[src/rtl/nco_track.sv]
// Numerically controlled oscillator: phase accumulator with one-shot slew,
// whole-cycle counting and an atomic phase/cycle snapshot on dump.
module nco_track #(
    parameter int ACC_WIDTH    = 32,
    parameter int INC_WIDTH    = 32,
    parameter int OUTPUT_WIDTH = 4,
    parameter int CYCLE_WIDTH  = 16
) (
    input  logic                    clk,
    input  logic                    reset,
    input  logic                    enable,
    input  logic                    inc_wr,
    input  logic [INC_WIDTH-1:0]    inc_in,
    input  logic                    slew_wr,
    input  logic [ACC_WIDTH-1:0]    slew_in,
    input  logic                    dump,
    output logic [OUTPUT_WIDTH-1:0] out,
    output logic                    wrap,
    output logic                    dump_valid,
    output logic [ACC_WIDTH-1:0]    dump_phase,
    output logic [CYCLE_WIDTH-1:0]  dump_cycles
);

    logic [ACC_WIDTH-1:0]   acc;
    logic [ACC_WIDTH-1:0]   acc_next;
    logic [ACC_WIDTH-1:0]   inc_reg;
    logic [ACC_WIDTH-1:0]   slew_term;
    logic [ACC_WIDTH:0]     base_sum;
    logic                   carry;
    logic [CYCLE_WIDTH-1:0] cyc_cnt;
    logic [CYCLE_WIDTH-1:0] cyc_next;

    // The carry comes only from acc + inc_reg; the slew is added afterwards
    // so it can never create or cancel a whole-cycle event.
    always_comb begin
        slew_term = slew_wr ? slew_in : '0;
        base_sum  = {1'b0, acc} + {1'b0, inc_reg};
        carry     = enable & base_sum[ACC_WIDTH];
        if (enable) begin
            acc_next = base_sum[ACC_WIDTH-1:0] + slew_term;
        end else begin
            acc_next = acc + slew_term;
        end
        cyc_next = cyc_cnt + CYCLE_WIDTH'(carry);
    end

    always_ff @(posedge clk or posedge reset) begin
        if (reset) begin
            acc         <= '0;
            inc_reg     <= '0;
            cyc_cnt     <= '0;
            wrap        <= 1'b0;
            dump_valid  <= 1'b0;
            dump_phase  <= '0;
            dump_cycles <= '0;
        end else begin
            if (inc_wr) begin
                inc_reg <= ACC_WIDTH'(inc_in);
            end
            acc        <= acc_next;
            wrap       <= carry;
            dump_valid <= dump;
            // A dump reports the post-update state, including this edge's carry.
            if (dump) begin
                dump_phase  <= acc_next;
                dump_cycles <= cyc_next;
                cyc_cnt     <= '0;
            end else begin
                cyc_cnt <= cyc_next;
            end
        end
    end

    assign out = acc[ACC_WIDTH-1 -: OUTPUT_WIDTH];

endmodule

[config.mk]
export PLATFORM = sky130hd
export DESIGN_NAME = nco_track
export DESIGN_NICKNAME = d
export VERILOG_FILES = /design/src/rtl/nco_track.sv
export SDC_FILE = /design/constraint.sdc
export NUM_CORES = 1
export LEC_CHECK = 0
export CAP_MARGIN = 20
export CORE_MARGIN = 2
export CORE_UTILIZATION = 30
export CTS_CLUSTER_SIZE = 20
export DETAILED_ROUTE_END_ITERATION = 10
export PLACE_DENSITY = 0.61
export SLEW_MARGIN = 20
export SYNTH_ARGS = -nofsm -noshare
export SYNTH_HDL_FRONTEND = slang
export SYNTH_SLANG_ARGS = --single-unit
[constraint.sdc]
create_clock -name clk -period 6 [get_ports clk]
set_clock_uncertainty 0.2 [all_clocks]
set_input_delay 0.9 -clock clk [delete_from_list [all_inputs] [get_ports clk]]
set_output_delay 0.9 -clock clk [all_outputs]
set_load 0.1 [all_outputs]
* Yosys cells after proc, flatten, opt, wreduce, memory -nomap -nowiden
Cells that the tools add are included.
** Word-level totals
- Output and inout port bits :: 54
- Logic and storage cells :: 15
- Bits in registers :: 130
** Operators by class
- Add/sub/neg operators :: 4
- Mux-type cells :: 3
- Bitwise gates (word level) :: 1
** Operators with widths (number)
- adder 32 bit :: 2
- two-way mux 32 bit :: 2
- adder 32 x 32 -> 33 bit :: 1
- adder 16 x 1 -> 16 bit :: 1
- two-way mux 16 bit :: 1
- AND 1 bit :: 1

* Logic depth before layout (Yosys ltp)
Gate-level depths: netlist of run 1.
- Depth in word-level cells :: 4
- Depth in mapped cells :: 22
- Gate-level depth less buffers :: 22

* Worst setup path after synthesis of run 1
Ideal clock, no wire load.
- Path type :: flip-flop to flip-flop
- From :: register acc[0]
- To :: register dump_phase[31]
- Stages on the path, launching flop included :: 22
- Required time :: 5.675 ns
- Arrival :: 4.276 ns
- Path buffers :: 0
- Slack :: 1.399 ns
- Setup time :: 0.125 ns
- Path through :: dfrtp_1 ha_1 inv_1 fa_1 nor2b_1 o21ai_0 o211ai_1 a31oi_1 o21ai_0 a21oi_1 o31a_1 mux2i_1 a2111o_1 ha_1 nand4_1 or4_1 a21oi_1 nor3_2 a311o_1 o311ai_1 xor2_1 mux2_2
** On the way
- Word-level cells in the longest chain between the ends :: 3
- Elaborated cells between the ends (all ways) :: 4
** Ends and longest elaborated chain
- from (decl) :: line 24 : logic [ACC_WIDTH-1:0] acc;
- from (signal assigned) :: line 60 : acc <= acc_next;
- adder 32 x 32 -> 33 bit :: line 37 : base_sum = {1'b0, acc} + {1'b0, inc_reg};
- adder 32 bit :: line 40 : acc_next = base_sum[ACC_WIDTH-1:0] + slew_term;
- two-way mux 32 bit * :: line 39 : if (enable) begin
- named net acc_next[31] :: line 25 : logic [ACC_WIDTH-1:0] acc_next;
- to (signal assigned) :: line 65 : dump_phase <= acc_next;
- to (decl) :: line 20 : output logic [ACC_WIDTH-1:0] dump_phase,
Mark *: on every way through the listed nets, which the timed path passes. The rest lies on a longest branch.
A chain may end at the register's enable or synchronous reset.

* Worst setup path after layout of run 1
Ends and elaborated chain as after synthesis.

==> results of run 1 <==
-- critical path: cells and delay by family (launching register included) --
family | cells | cell delay (ns)
compound gates | 10 | 2.19
xor+xnor | 1 | 0.13
fa+ha+maj | 3 | 0.96
buf+inv | 1 | 0.07
flops | 1 | 0.36
mux | 2 | 0.41
simple gates | 4 | 0.83
-- power groups by stage --
stage	sequential (uW)	combinational, uW	clock (uW)
2_1_floorplan	2220	2520	0
3_3_place_gp	1360	4350	0
3_5_place_dp	1370	4360	0
4_1_cts	1360	4390	1100
5_1_grt	1390	4750	1140
6_report	1350	4390	1070
-- cell families after synthesis --
| family | count (synthesis) |
|---|---|
| adders and majority gates | 72 |
| AOI/OAI and AO/OA | 202 |
| xor gates and xnor gates | 68 |
| buffers and inverters | 49 |
| and+or+nand+nor | 221 |
| muxes | 88 |
| DFF | 130 |
-- cells in the mapped netlist, types with 10 or more instances --
cell	instances	area share, %
xor2_1	27	2.8
mux2_2	87	12
o21ai_0	34	2.0
a21o_1	27	2.4
dfrtp_1	130	39
and2_1	35	2.6
clkbuf_1	24	1.1
nor2_1	63	2.8
nor2b_1	10	0.74
o21bai_1	10	0.89
a31oi_1	10	0.74
ha_1	70	10
a21oi_1	67	4.0
inv_1	16	0.72
nand4_1	12	0.89
xnor2_1	41	4.3
nand2_1	45	2.0
nand3_1	18	1.1
-- final timing paths --
kind | startpoint | endpoint | slack [ns]
max in group asynchronous | reset | inc_reg[28]$_DFFE_PP0P_ | 3.75
worst min-delay path | dump_phase[21]$_DFFE_PP0P_ | dump_phase[21]$_DFFE_PP0P_ | 0.31
worst max-delay path | acc[0]$_DFF_PP0_ | dump_phase[31]$_DFFE_PP0P_ | 0.73
min in group asynchronous | reset | dump_phase[10]$_DFFE_PP0P_ | 0.78
worst max register to register | acc[0]$_DFF_PP0_ | dump_phase[31]$_DFFE_PP0P_ | 0.73
worst min register to register | dump_phase[21]$_DFFE_PP0P_ | dump_phase[21]$_DFFE_PP0P_ | 0.31
-- final cells by class --
cell class | instances | area, um2
clock inverters | 15 | 170
clock buffers | 17 | 425
well taps | 378 | 473
flip-flops and latches | 130 | 3250
multi-input cells | 651 | 4940
fillers | 2743 | 17100
inverters | 16 | 65.1
repair buffers | 128 | 1280
-- placed cells by master (no fill, tap or decap), types with 3 or more instances in the layout --
cell | Yosys | layout
and3_1 | 7 | 7
a21oi_1 | 67 | 67
o211ai_1 | 6 | 6
or2_2 | 3 | 3
o21bai_1 | 10 | 10
xor2_1 | 27 | 27
nor2b_1 | 10 | 10
xnor2_1 | 41 | 41
nor2_1 | 63 | 63
a21o_1 | 27 | 27
buf_4 | 4 | 4
mux2_2 | 87 | 87
nor4_1 | 3 | 3
o21a_1 | 3 | 3
a21boi_0 | 5 | 5
o311ai_1 | 3 | 3
dfrtp_1 | 130 | 130
o21ai_1 | 4 | 4
nand3_1 | 18 | 18
inv_1 | 16 | 15
clkbuf_16 | 0 | 17
clkdlybuf4s50_1 | 0 | 122
and2_1 | 35 | 35
o31ai_1 | 3 | 3
nand2_1 | 45 | 45
ha_1 | 70 | 70
nand4_1 | 12 | 12
nor3_1 | 7 | 7
a211oi_1 | 5 | 5
nand2b_1 | 7 | 7
inv_6 | 0 | 8
o21ai_0 | 34 | 34
a31oi_1 | 10 | 10
-- layer usage --
| metal | GRT usage, % | wire length [um] | vias up |
|---|---|---|---|
| li1 | - | - | 3253 |
| met1 | 21.0 | 10500 | 3120 |
| met2 | 24.8 | 10100 | 136 |
| met3 | 3.52 | 982 | 19 |
| met4 | 4.64 | 290 | 0 |
| met5 | 0 | 0 | - |
-- through the flow --
stage | hold slack (ns) | setup WS (ns) | instance area, um2 | instances
detailed placement | 0.297 | 0.787 | 10000 | 1303
floorplan | 0.285 | 1.40 | 8400 | 830
finish | 0.309 | 0.731 | 10600 | 1335
CTS | 0.313 | 0.720 | 10600 | 1335
global placement | 0.291 | 0.860 | 10000 | 1303
global route | 0.331 | 0.290 | 10600 | 1335
==> metrics.yaml, run 1 <==
run_status:
  status: "finished, final reports clean"
sta:
  finalSetupViolCount: 0
  period_needed_ns: 5.27
  tns_ns: 0
  maxSlewViolCount: 0
  hold_violations: 0
  rsz0062_at_grt: "false"
  slew_headroom_pct: 29.2
  fin_crit_sh_pct: 87.8
  fmax_ghz: 0.190
  worstMarginPinSlew_ns: 1.06
placed_design:
  port_buffers: 123
  dp.final_hpwl_mm: 16.7
  routabilityCongestion: 0.890
worst_setup_path:
  critPathRequiredTime_ns: 6.10
  crit_fanout: 4
  path_class: "reg2reg"
  worst_setup_path_start_kind: "register"
  crit_path_top_delay_cell: "or4_1"
  worstPathArrival_ns: 5.37
  crit_path_end_kind: "register"
  cp_slowest_stage_delay_ns: 0.43
  reg2regPathDepth: 21
  crit_chain: "ha_1 -> inv_1 -> fa_1 -> nor2b_1 -> o21ai_0 -> o211ai_1 -> a31oi_1 -> o21ai_0 -> a21oi_1 -> o31a_1 -> mux2i_1 -> a2111o_1 -> ha_1 -> nand4_1 -> or4_1 -> a21oi_1 -> nor3_2 -> a311o_1 -> o311ai_1 -> xor2_1 -> mux2_2"
final_layout:
  syn2layout_area_growth_pct: 26.3
  fin_nets: 1086
  antenna_cells: 0
  final_util_pct: 38.3
  layout-drive-gt1-share_pct: 14.5
die:
  core_area_um2: 27700
  start_util_pct: 30.3
  dieWidth_um: 171
  die_area_um2: 29300
  rows: 61
  io_pins: 124
  fp.dieH_um: 171
synth:
  synthSimpleGateAreaFrac_pct: 13.2
  ys_ff_latch: 130
  ys.warnings.count: 0
  synth_top_family_by_area: "compound AO/OA/AOI/OAI gates"
  synth.cell_area_um2: 8400
  ys_types: 65
  syn_avg_cell_area_um2: 10.1
  synth_mux_area_share_pct: 11.8
  synth_async_sr_flop_share_pct: 100
  synth_edf_count: 0
  ys_seq_area_share_pct: 38.7
  synthAdderAreaFrac_pct: 10.9
  synth_compound_area_share_pct: 15.9
  ys.flop_type: "dfrtp_1"
  synthesis.nets: 972
  synth_xor_xnor_area_share_pct: 7.09
  synthCells: 830
clock_tree:
  htreeDepth: 4
  hold_buffers: 0
  cts-root-buf: "clkbuf_16"
  cts.repair.resized: 0
  numCtsBuffers: 17
  post_cts_buffers: 0
  clock_path_buffers: 2
  clk_latency_ns: 0.42
  tritoncts: "built"
  clk_pin_slew_worst_paths_ns: 0.07
  clock-sinks: 130
detailed_routing:
  ant_nets: 0
  via_per_inst: 4.89
  route.detailed.drc: 0
  routedWlPerCell_um: 16.4
  dr.pass1.iters: 5
  finalWirelength_mm: 21.9
  num_vias: 6528
  initialDrtViolationCount: 391
power_and_ir_drop:
  p_int_uw: 3400
  power_density_nw_per_um2: 642
  switchingPower_uw: 3410
  combinationalPowerShare_pct: 64.5
  p_sw_share_pct: 50.1
  ir_worst_vdd_v: 0.000282
  power_frac_seq_pct: 19.8
  leakage_uw: 0.00455
  fin_total_pwr_uw: 6810
  clkPwrFrac_pct: 15.6
flow_run:
  cap_violations: 0
global_routing:
  antenna_found_initial: 0
  overflow: 0
  grt_pass1_wl_mm: 35.4
  grt_pass1_vias: 6677
  grt_max_degree: 89
  grtUsageTotal_pct: 15.5
worst_hold_path:
  hold_path_class: "reg2reg"
  min_path_cells: 1
Power figures use the tool's default switching activity.
==> inputs of run 2 (changes only) <==
Settings changed: CTS_CLUSTER_DIAMETER set to 200, PLACE_DENSITY 0.61 to 0.63.
Clock period 6 ns to 4.55 ns, I/O delays scaled along.
==> metrics.yaml, run 2 (synthesized netlist as in run 1, its figures left out) <==
worst_setup_path:
  crit_path_end_kind: "register"
  reg2regPathDepth: 19
  reg2reg_to: "dump_phase[31]$_DFFE_PP0P_"
  worst_setup_path_start_kind: "register"
  rrSetupSlack_ns: -0.22
  critPathRequiredTime_ns: 4.67
  worstPathArrival_ns: 4.89
  path_class: "reg2reg"
  rr_startpoint: "acc[1]$_DFF_PP0_"
  crit_fanout: 6
clock_tree:
  tritoncts: "built"
  clk_latency_ns: 0.44
  clock_path_buffers: 2
  clock-sinks: 130
  cts-root-buf: "clkbuf_16"
  htreeDepth: 4
  numCtsBuffers: 17
  clk_pin_slew_worst_paths_ns: 0.06
  hold_buffers: 0
sta:
  maxSlewViolCount: 0
  finalSetupViolCount: 14
  fin_crit_sh_pct: 105
  fmax_ghz: 0.210
  rsz0062_at_grt: "true"
  tns_ns: -1.37
  slew_headroom_pct: 28.1
  period_needed_ns: 4.77
  setup_ws_ns: -0.223
  hold_violations: 0
  worstMarginPinSlew_ns: 1.07
run_status:
  status: "finished, violations left"
  violations: "setup timing"
detailed_routing:
  ant_nets: 0
  finalWirelength_mm: 24.3
  initialDrtViolationCount: 303
  dr.pass1.iters: 4
  routedWlPerCell_um: 16.4
  num_vias: 7201
  route.detailed.drc: 0
  via_per_inst: 4.86
die:
  fp.dieH_um: 171
  dieWidth_um: 171
  die_area_um2: 29300
  core_area_um2: 27700
  io_pins: 124
  rows: 61
  start_util_pct: 30.3
final_layout:
  antenna_cells: 0
  final_common_cell: "buf_4"
  layout-drive-gt1-share_pct: 33.0
  fin_nets: 1232
  fin_area_um2: 12400
  layout_common_cells: "143 x buf_4, 130 x dfrtp_1, 122 x clkdlybuf4s50_1, 81 x mux2_2, 58 x nor2_1"
  syn2layout_area_growth_pct: 47.5
global_routing:
  grt_pass1_wl_mm: 38.5
  antenna_found_initial: 0
  overflow: 0
  grt_pass1_vias: 7493
  grtUsageTotal_pct: 16.8
  grt_max_degree: 80
placed_design:
  dp.final_hpwl_mm: 17.8
  place_area_um2: 11000
  routabilityCongestion: 0.887
  port_buffers: 123
worst_hold_path:
  min_from: "dump_cycles[1]$_DFFE_PP0P_"
  hold_path_class: "reg2reg"
  min_path_cells: 1
  min_to: "dump_cycles[1]$_DFFE_PP0P_"
flow_run:
  cap_violations: 0
-- run 2: changes by cell type in the layout (fill, tap and decap cells not counted), moves of 7 or more --
cell / before / now
buf_6: 0 / 7
o21ai_0: 34 / 23
xnor2_1: 41 / 33
a21oi_1: 67 / 53
ha_4: 0 / 17
a21oi_2: 1 / 12
ha_1: 70 / 52
buf_4: 4 / 143
-- run 2: final cells by class --
class | instances | area, um2
inverters | 16 | 62.6
clock buffers | 17 | 425
flip-flops and latches | 130 | 3250
multi-input cells | 651 | 5620
well taps | 378 | 473
repair buffers | 274 | 2400
fillers | 2562 | 15300
clock inverters | 15 | 154
-- run 2: stage by stage --
step,worst slack [ns],util (%),hold slack [ns],instances
after floorplan,0.0291,-,0.285,830
after global placement,-0.365,39.6,0.291,1428
after detailed placement,-0.502,39.6,0.295,1428
after CTS,-0.190,43.7,0.313,1474
after global routing,-0.513,44.7,0.316,1481
final,-0.223,44.7,0.308,1481
-- run 2: how the worst max path moves through the flow --
stage	startpoint	to	slack (ns)	depth (start not counted)
after floorplan	acc[0]$_DFF_PP0_	dump_phase[31]$_DFFE_PP0P_	0.03	21
after global placement	acc[0]$_DFF_PP0_	dump_phase[28]$_DFFE_PP0P_	-0.37	20
after detailed placement	acc[0]$_DFF_PP0_	dump_phase[28]$_DFFE_PP0P_	-0.50	20
after CTS	acc[0]$_DFF_PP0_	dump_phase[27]$_DFFE_PP0P_	-0.19	21
after global routing	acc[11]$_DFF_PP0_	dump_phase[31]$_DFFE_PP0P_	-0.51	20
final	acc[1]$_DFF_PP0_	dump_phase[31]$_DFFE_PP0P_	-0.22	19
-- run 2: layer usage --
metal / wire [um] / GRT usage (%) / vias to the layer above
met1: 11100 / 21.3 / 3503
met2: 11800 / 28.5 / 139
met5: 0 / 0 / -
met3: 829 / 2.83 / 42
met4: 682 / 7.00 / 0
li1: - / - / 3517
-- run 2: worst max-delay path, stage by stage (launching register included) --
cell and delay (ns):
dfrtp_1 0.40, ha_1 0.34, a211oi_4 0.23, o211ai_1 0.13, nand2_1 0.16, o21ai_2 0.10, a21o_1 0.19, a21o_1 0.20
a311oi_2 0.32, xnor2_1 0.10, mux2_2 0.29, ha_4 0.31, nand4_1 0.12, or4_1 0.50, a21oi_2 0.17, nor3_4 0.07
a311o_1 0.30, o311ai_2 0.10, xor2_1 0.14, mux2_2 0.29
-- run 2: repair_timing --
| item | 4_1_cts | 5_1_grt |
|---|---|---|
| endpoints found under the setup margin | 26 | 33 |
| pin swaps | 54 | 18 |
| cloned | 0 | 0 |
| gates resized for setup | 85 | 40 |
| buffers inserted | 15 | 7 |
Power of run 2 is not shown: default switching activity piles up to over one toggle a cycle in this logic, so the estimate is an artifact.
==> inputs of run 3 (changes only) <==
Settings changed: CORE_MARGIN 2 to 1.
==> metrics.yaml, run 3 (synthesized netlist as in run 1, its figures left out) <==
clock_tree:
  tritoncts: "built"
  hold_buffers: 0
  clock_path_buffers: 2
  htreeDepth: 4
  clock-sinks: 130
  cts-root-buf: "clkbuf_16"
  numCtsBuffers: 17
  clk_latency_ns: 0.43
  clk_pin_slew_worst_paths_ns: 0.07
final_layout:
  antenna_cells: 0
  fin_nets: 1230
  layout-drive-gt1-share_pct: 32.6
  syn2layout_area_growth_pct: 46.1
  final_common_cell: "buf_4"
  layout_common_cells: "144 x buf_4, 130 x dfrtp_1, 122 x clkdlybuf4s50_1, 82 x mux2_2, 61 x nor2_1"
detailed_routing:
  dr.pass1.iters: 4
  finalWirelength_mm: 23.8
  route.detailed.drc: 0
  num_vias: 7161
  routedWlPerCell_um: 16.2
  ant_nets: 0
  initialDrtViolationCount: 306
  via_per_inst: 4.86
worst_setup_path:
  crit_path_end_kind: "register"
  crit_path_top_delay_cell: "dfrtp_1"
  critPathTopFamily: "compound AO/OA/AOI/OAI gates"
  worst-path-buf-inv: 1
  worst_setup_path_start_kind: "register"
  cpMostUsedCell: "a21o_1"
  cp_slowest_stage_delay_ns: 0.42
  critPathRequiredTime_ns: 4.66
  crit_chain: "ha_4 -> a211oi_4 -> o211ai_1 -> nand2_2 -> o21ai_2 -> a21o_1 -> a21o_1 -> xor2_1 -> mux2_2 -> ha_1 -> a21o_1 -> a21o_1 -> a2111oi_4 -> o31ai_2 -> a21oi_4 -> buf_12 -> nor2b_4 -> a221o_1 -> xor2_1 -> mux2_2"
  worstPathArrival_ns: 4.88
  crit_fanout: 3
  path_class: "reg2reg"
global_routing:
  overflow: 0
  grtUsageTotal_pct: 16.8
  grt_pass1_vias: 7416
  antenna_found_initial: 0
  grt_max_degree: 88
  grt_pass1_wl_mm: 37.9
die:
  start_util_pct: 30.9
  rows: 60
  io_pins: 124
  fp.dieH_um: 169
  core_area_um2: 27200
  dieWidth_um: 169
  die_area_um2: 28700
sta:
  hold_violations: 0
  rsz0062_at_grt: "true"
  period_needed_ns: 4.77
  worstMarginPinSlew_ns: 1.06
  slew_headroom_pct: 29.3
  finalSetupViolCount: 13
  maxSlewViolCount: 0
  setup_ws_ns: -0.218
  fmax_ghz: 0.210
  fin_crit_sh_pct: 105
placed_design:
  dp.final_hpwl_mm: 17.7
  pre_cts_slack_ns: -0.470
  port_buffers: 123
  routabilityCongestion: 0.897
flow_run:
  cap_violations: 0
worst_hold_path:
  hold_path_class: "reg2reg"
run_status:
  status: "finished, violations left"
  violations: "setup timing"
run 3: changes by cell type in the layout (fill, tap and decap cells not counted), moves of 3 or more:
cell     previous run  this run
ha_4               17        13
ha_1               52        55
xnor2_2             5         8
buf_6               7         3
nor2_1             58        61
run 3: layer usage:
metal	vias to the layer above	wire, um	track usage [%]
li1	3519	-	-
met5	-	0	0
met1	3482	11200	22.0
met3	26	689	2.89
met4	0	456	5.80
met2	134	11500	28.1
run 3: worst paths after layout:
path / start / to / slack, ns / depth (start not counted)
worst max-delay path: acc[1]$_DFF_PP0_ / dump_phase[28]$_DFFE_PP0P_ / -0.22 / 20
worst min-delay path: dump_phase[18]$_DFFE_PP0P_ / dump_phase[18]$_DFFE_PP0P_ / 0.31 / 1
worst max register to register: acc[1]$_DFF_PP0_ / dump_phase[28]$_DFFE_PP0P_ / -0.22 / 20
worst min register to register: dump_phase[18]$_DFFE_PP0P_ / dump_phase[18]$_DFFE_PP0P_ / 0.31 / 1
max in group asynchronous: reset / cyc_cnt[6]$_DFF_PP0_ / 2.84 / 3
min in group asynchronous: reset / dump_phase[10]$_DFFE_PP0P_ / 0.58 / 2
run 3: area by class of cell:
| cell class | count | area, um2 |
|---|---|---|
| Fill cell | 2593 | 14900 |
| Multi-Input combinational cell | 651 | 5530 |
| Inverter | 16 | 65.1 |
| Clock inverter | 15 | 155 |
| Tap cell | 372 | 465 |
| Sequential cell | 130 | 3250 |
| Clock buffer | 17 | 425 |
| Timing Repair Buffer | 272 | 2380 |
run 3: repair_timing:
action,in CTS,in global routing
pin swaps,34,39
setup buffers,7,12
endpoints found under the hold margin,0,0
setup endpoints to repair,25,33
resized for setup,44,67
run 3: stage by stage:
stage / hold WS, ns / TNS [ns] / instance area [um2] / instances / utilization, %
detailed placement: 0.295 / -5.33 / 11000 / 1423 / 40.3
CTS: 0.313 / -1.60 / 11800 / 1462 / 43.4
global route: 0.326 / -6.32 / 12300 / 1473 / 45.2
global placement: 0.291 / -3.60 / 11000 / 1423 / 40.3
finish: 0.310 / -1.27 / 12300 / 1473 / 45.2
floorplan: 0.285 / 0 / 8410 / 830 / -
Power of run 3 is left out for the same reason.
==> RTL change 1, RTL diff (flow settings as in run 3) <==
`CYCLE_WIDTH`: 16 -> 32.
--- a/src/rtl/nco_track.sv
+++ b/src/rtl/nco_track.sv
@@ -6,3 +6,3 @@
     parameter int OUTPUT_WIDTH = 4,
-    parameter int CYCLE_WIDTH  = 16
+    parameter int CYCLE_WIDTH  = 32
 ) (
Ports: changed (resized dump_cycles); port bits go from 124 to 140. No check against the original RTL was run, so the function may have changed too.
==> RTL change 1 against run 3 <==
- the flow still finishes with violations (setup timing)
- synthesized cell count increased by 20%
- area after synthesis increased by 17%
- sequential cell count rose by 32
- worst setup slack gained 0.15 ns
- final area is 17% higher
- wire length grew 17%
- worst hold slack better by 0.0012 ns
- critical endpoint is now dump_phase[26]$_DFFE_PP0P_
==> RTL change 1: results (changes against run 3) <==
Status: finished with violations
Failing checks: setup timing
Detailed Routing Iterations Pass 1: 5 (+1)
Worst Hold Depth: 1 (unchanged)
Gr usage total: 16.8% (-0.088 points)
WHS: 0.312 ns (+0.00122 ns)
Largest net degree at the start of global routing: 71 (-19%)
Worst slew pin tran: 1.09 ns (+0.0339 ns)
Post-CTS sizing: 69 (+57%)
Cts bufs inserted: 17 (unchanged)
Syn nets: 1135 (+17%)
DP HPWL: 20.4 mm (+15%)
Reg clk slew, reported paths: 0.08 ns
Fraction of final layout cells sized beyond drive strength 1: 29.4% (-3.2 points)
Largest cells by area after synthesis: dfrtp_1 (41%), mux2_2 (9.3%), ha_1 (8.9%), a21oi_1 (4.4%), nor2_1 (4.0%)
R2R Path End: dump_phase[26]$_DFFE_PP0P_
Final Net Count: 1407 (+14%)
Setup Buffers After CTS: 10 (+3)
Met3 Usage GRT: 3.14% (+0.25 points)
Hold Crit Start: dump_phase[15]$_DFFE_PP0P_
M1 wire length: 12.8 mm (+14%)
Post-Syn Area per Cell: 9.93 sq um (-1.9%)
Yosys cell types: 64 (-1.5%)
M2 GR Usage: 27.8% (-0.29 points)
Via count: 8304 (+16%)
Final Worst Setup Slack: -0.0688 ns (+0.149 ns)
Worst-Skew Late Latency: 0.45 ns (+0.02 ns)
Setup_tns: -0.187 ns (+1.08 ns)
CP arrival: 4.76 ns (-0.12 ns)
Vias per inst: 4.83 (-0.69%)
Crit path launch: acc[0]$_DFF_PP0_
Routed wire per std cell: 16.2 um (+0.34%)
Setup violators final: 4 (-9)
Register area share after synthesis: 41.1% (+2.4 points)
Filler cells: 3021 (+17%)
Drt initial violations: 414 (+35%)
Pre-CTS WS: -0.257 ns (+0.213 ns)
Top cells by count, synth: dfrtp_1 (162), nor2_1 (106), a21oi_1 (87)
Global-route wire length before repair: 43.8 mm (+15%)
Vias in the first global route: 8450 (+14%)
Critical Path Sink: dump_phase[26]$_DFFE_PP0P_
Min cycle time layout: 4.62 ns (-0.149 ns)
Grt met1 use: 21.6% (-0.41 points)
-- RTL change 1: kinds of logic (layout without fill, tap and decap cells) --
kind of cell	Yosys count	in the layout	synth area share [%]
XOR/XNOR	82	82	7.45
AND/OR/NAND/NOR	296	296	14.6
AO/OA/AOI/OAI	236	236	15.6
adder cells (fa/ha/maj)	72	72	9.29
flip-flops	162	162	41.1
buffers and inverters	63	348	2.59
multiplexers	82	82	9.36
-- RTL change 1: layout make-up --
class                      instances  area share, %
clock buffer                      17           2.98
inverter                          29          0.788
sequential                       162           28.4
timing repair buffer             287           18.3
tap                              442           3.87
multi-input combinational        768           44.4
clock inverter                    15           1.31
-- RTL change 1: stage by stage --
step           utilization [%]  area, sq um
2_1_floorplan                -         9870
3_3_place_gp              39.2        12700
3_5_place_dp              39.2        12700
4_1_cts                   42.5        13800
5_1_grt                   44.1        14300
6_report                  44.1        14300
==> RTL change 2, RTL diff (config.mk and constraints of run 3) <==
Made on the original files. Put one more register stage on the output `dump_phase`, with the module's reset. The value now appears one clock later. The other outputs are not delayed to match.
--- a/src/rtl/nco_track.sv
+++ b/src/rtl/nco_track.sv
@@ -22,2 +22,4 @@
 );
+
+    logic [ACC_WIDTH-1:0] dump_phase_s0;
 
@@ -53,3 +55,3 @@
             dump_valid  <= 1'b0;
-            dump_phase  <= '0;
+            dump_phase_s0 <= '0;
             dump_cycles <= '0;
@@ -64,3 +66,3 @@
             if (dump) begin
-                dump_phase  <= acc_next;
+                dump_phase_s0 <= acc_next;
                 dump_cycles <= cyc_next;
@@ -75,2 +77,10 @@
 
+    always_ff @(posedge clk or posedge reset) begin
+        if (reset) begin
+            dump_phase <= '0;
+        end else begin
+            dump_phase <= dump_phase_s0;
+        end
+    end
+
 endmodule
Check against the original RTL: not equivalent (a bounded check fails within 4 cycles, from zero or initial values and one cycle with reset high).
==> RTL change 2 against run 3 <==
- the run still ends with setup timing left
- cell count grew 3.9%
- area after synthesis grew 11%
- via count grew 4.5%
- sequential cell count up 32
- wire length rose by 8.7%
- worst setup slack better by 0.037 ns
- highest routed layer unchanged
- critical path type unchanged
- non-clock buffer count down 22
- critical endpoint is now dump_phase_s0[25]$_DFFE_PP0P_
- final area up 5.8%
- critical path depth down 2
==> RTL change 2: results (changes against run 3) <==
CTS max path bufs: 2 (unchanged)
Final Net Count: 1263 (+2.7%)
Status: finished with violations
Critical Path Max Stage Delay: 0.45 ns (+0.03 ns)
Syn nets: 1029 (+5.9%)
Primary FF master, synth: dfrtp_1
Initial antenna violation count: 0 (unchanged)
Largest net degree at the start of global routing: 71 (-19%)
Worst Path Max Fanout: 3 (unchanged)
Detailed Route WL: 25.9 mm (+8.7%)
Via count: 7482 (+4.5%)
Root Buffer Master: clkbuf_16
Peak VDD IR: 0.465 mV
Register area share after synthesis: 43.7% (+4.9 points)
Fraction of final layout cells sized beyond drive strength 1: 28.8% (-3.8 points)
Asr flop ratio synth: 100% (unchanged)
Largest cells by area after synthesis: dfrtp_1 (44%), mux2_2 (9.5%), ha_1 (9.4%), a21oi_1 (3.6%), xnor2_1 (2.8%)
Detailed Routing Iterations Pass 1: 5 (+1)
Antenna diodes: 0 (unchanged)
DP HPWL: 18.8 mm (+6.2%)
Placed Instance Area: 11700 sq um (+6.8%)
Pleak: 5.67 nW
Final Worst Setup Slack: -0.181 ns (+0.0369 ns)
Worst-Skew Late Latency: 0.44 ns
Cts bufs inserted: 17 (unchanged)
Drt initial violations: 409 (+34%)
Worst hold path type: reg -> reg
Ys Warns: 0 (unchanged)
Reg clk slew, reported paths: 0.07 ns (about the same)
Vias in the first global route: 7836 (+5.7%)
Top cells by count, synth: dfrtp_1 (162), mux2_2 (78), ha_1 (70)
Global-route wire length before repair: 41.3 mm (+8.8%)
Setup violators final: 12 (-1)
Hold Crit Start: dump_phase_s0[13]$_DFFE_PP0P_
Gr usage total: 16.8% (-0.046 points)
Failing checks: setup timing
Filler cells: 2899 (+12%)
Pre-CTS WS: -0.454 ns (+0.0162 ns)
Buffers on Ports: 123 (unchanged)
Slowest cell on crit path: a2111o_1
GP Congestion: 0.864 (-3.7%)
CP delay by family, top: compound AO/OA/AOI/OAI gates
Crit path launch: acc[8]$_DFF_PP0_
Worst slew pin tran: 1.07 ns (+0.0119 ns)
Yosys cell types: 65 (unchanged)
==> RTL change 2: cell count changes in the layout (fill, tap and decap cells not counted), moves of 8 or more <==
| cell | run 3 | this run |
|---|---|---|
| inv_1 | 14 | 29 |
| buf_4 | 144 | 122 |
| o21a_1 | 3 | 11 |
| mux2_2 | 82 | 73 |
| dfrtp_1 | 130 | 162 |
| a21o_1 | 27 | 19 |
==> RTL change 2: where the power goes <==
part           switching, mW  internal (mW)
registers              0.278           1.97
logic                   4.27           3.08
clock network          0.695          0.785
total                   5.24           5.83
==> RTL change 2: path summary, 6_finish.rpt <==
check | cells past startpoint | end
hold reg to reg | 0 | dump_phase[13]$_DFF_PP0_
setup / recovery | 18 | dump_phase_s0[25]$_DFFE_PP0P_
setup reg to reg | 18 | dump_phase_s0[25]$_DFFE_PP0P_
max in group asynchronous | 3 | acc[13]$_DFF_PP0_
hold / removal | 0 | dump_phase[13]$_DFF_PP0_
min in group asynchronous | 2 | dump_phase[28]$_DFF_PP0_
==> RTL change 2: layer usage <==
metal	global-route usage (%)	up-vias	wire length, um
li1	-	3665	-
met1	22.2	3635	12000
met2	27.4	149	12200
met3	3.56	33	1150
met4	5.09	0	524
met5	0	-	0
==> RTL change 2: per-stage QoR <==
step           std cells  total power [mW]  hold WS, ns  utilization [%]  TNS [ns]
4_1_cts             1522              10.7        0.174             41.6    -0.205
6_report            1530              11.1        0.173             42.6     -1.09
3_3_place_gp        1479              8.65        0.157             38.4     -5.02
3_5_place_dp        1479              8.73        0.158             38.4     -7.08
2_1_floorplan        887              6.70        0.150                -         0
5_1_grt             1530              11.8        0.183             42.6     -3.57
==> RTL change 2: final cells by class <==
| class | instances | area [sq um] | area share, % |
|---|---|---|---|
| Sequential cell | 162 | 4050 | 31.2 |
| Clock buffer | 18 | 429 | 3.30 |
| Tap cell | 396 | 495 | 3.82 |
| Inverter | 30 | 116 | 0.896 |
| Multi-Input combinational cell | 660 | 5520 | 42.5 |
| Clock inverter | 14 | 166 | 1.28 |
| Timing Repair Buffer | 250 | 2210 | 17.0 |
==> RTL change 2: cell families after synthesis <==
group / after synthesis / synth area share (%)
compound gates: 226 / 16.5
xor+xnor: 60 / 5.66
fa+ha+maj: 72 / 9.87
buf+inv: 65 / 2.79
flops: 162 / 43.7
mux: 79 / 9.57
simple gates: 223 / 12.0
==> RTL change 2: timing repair <==
item | in CTS | in global routing
pin swaps | 37 | 33
gates resized for setup | 66 | 46
buffers inserted | 11 | 8
setup endpoints to repair | 28 | 28
hold buffers | 0 | 0
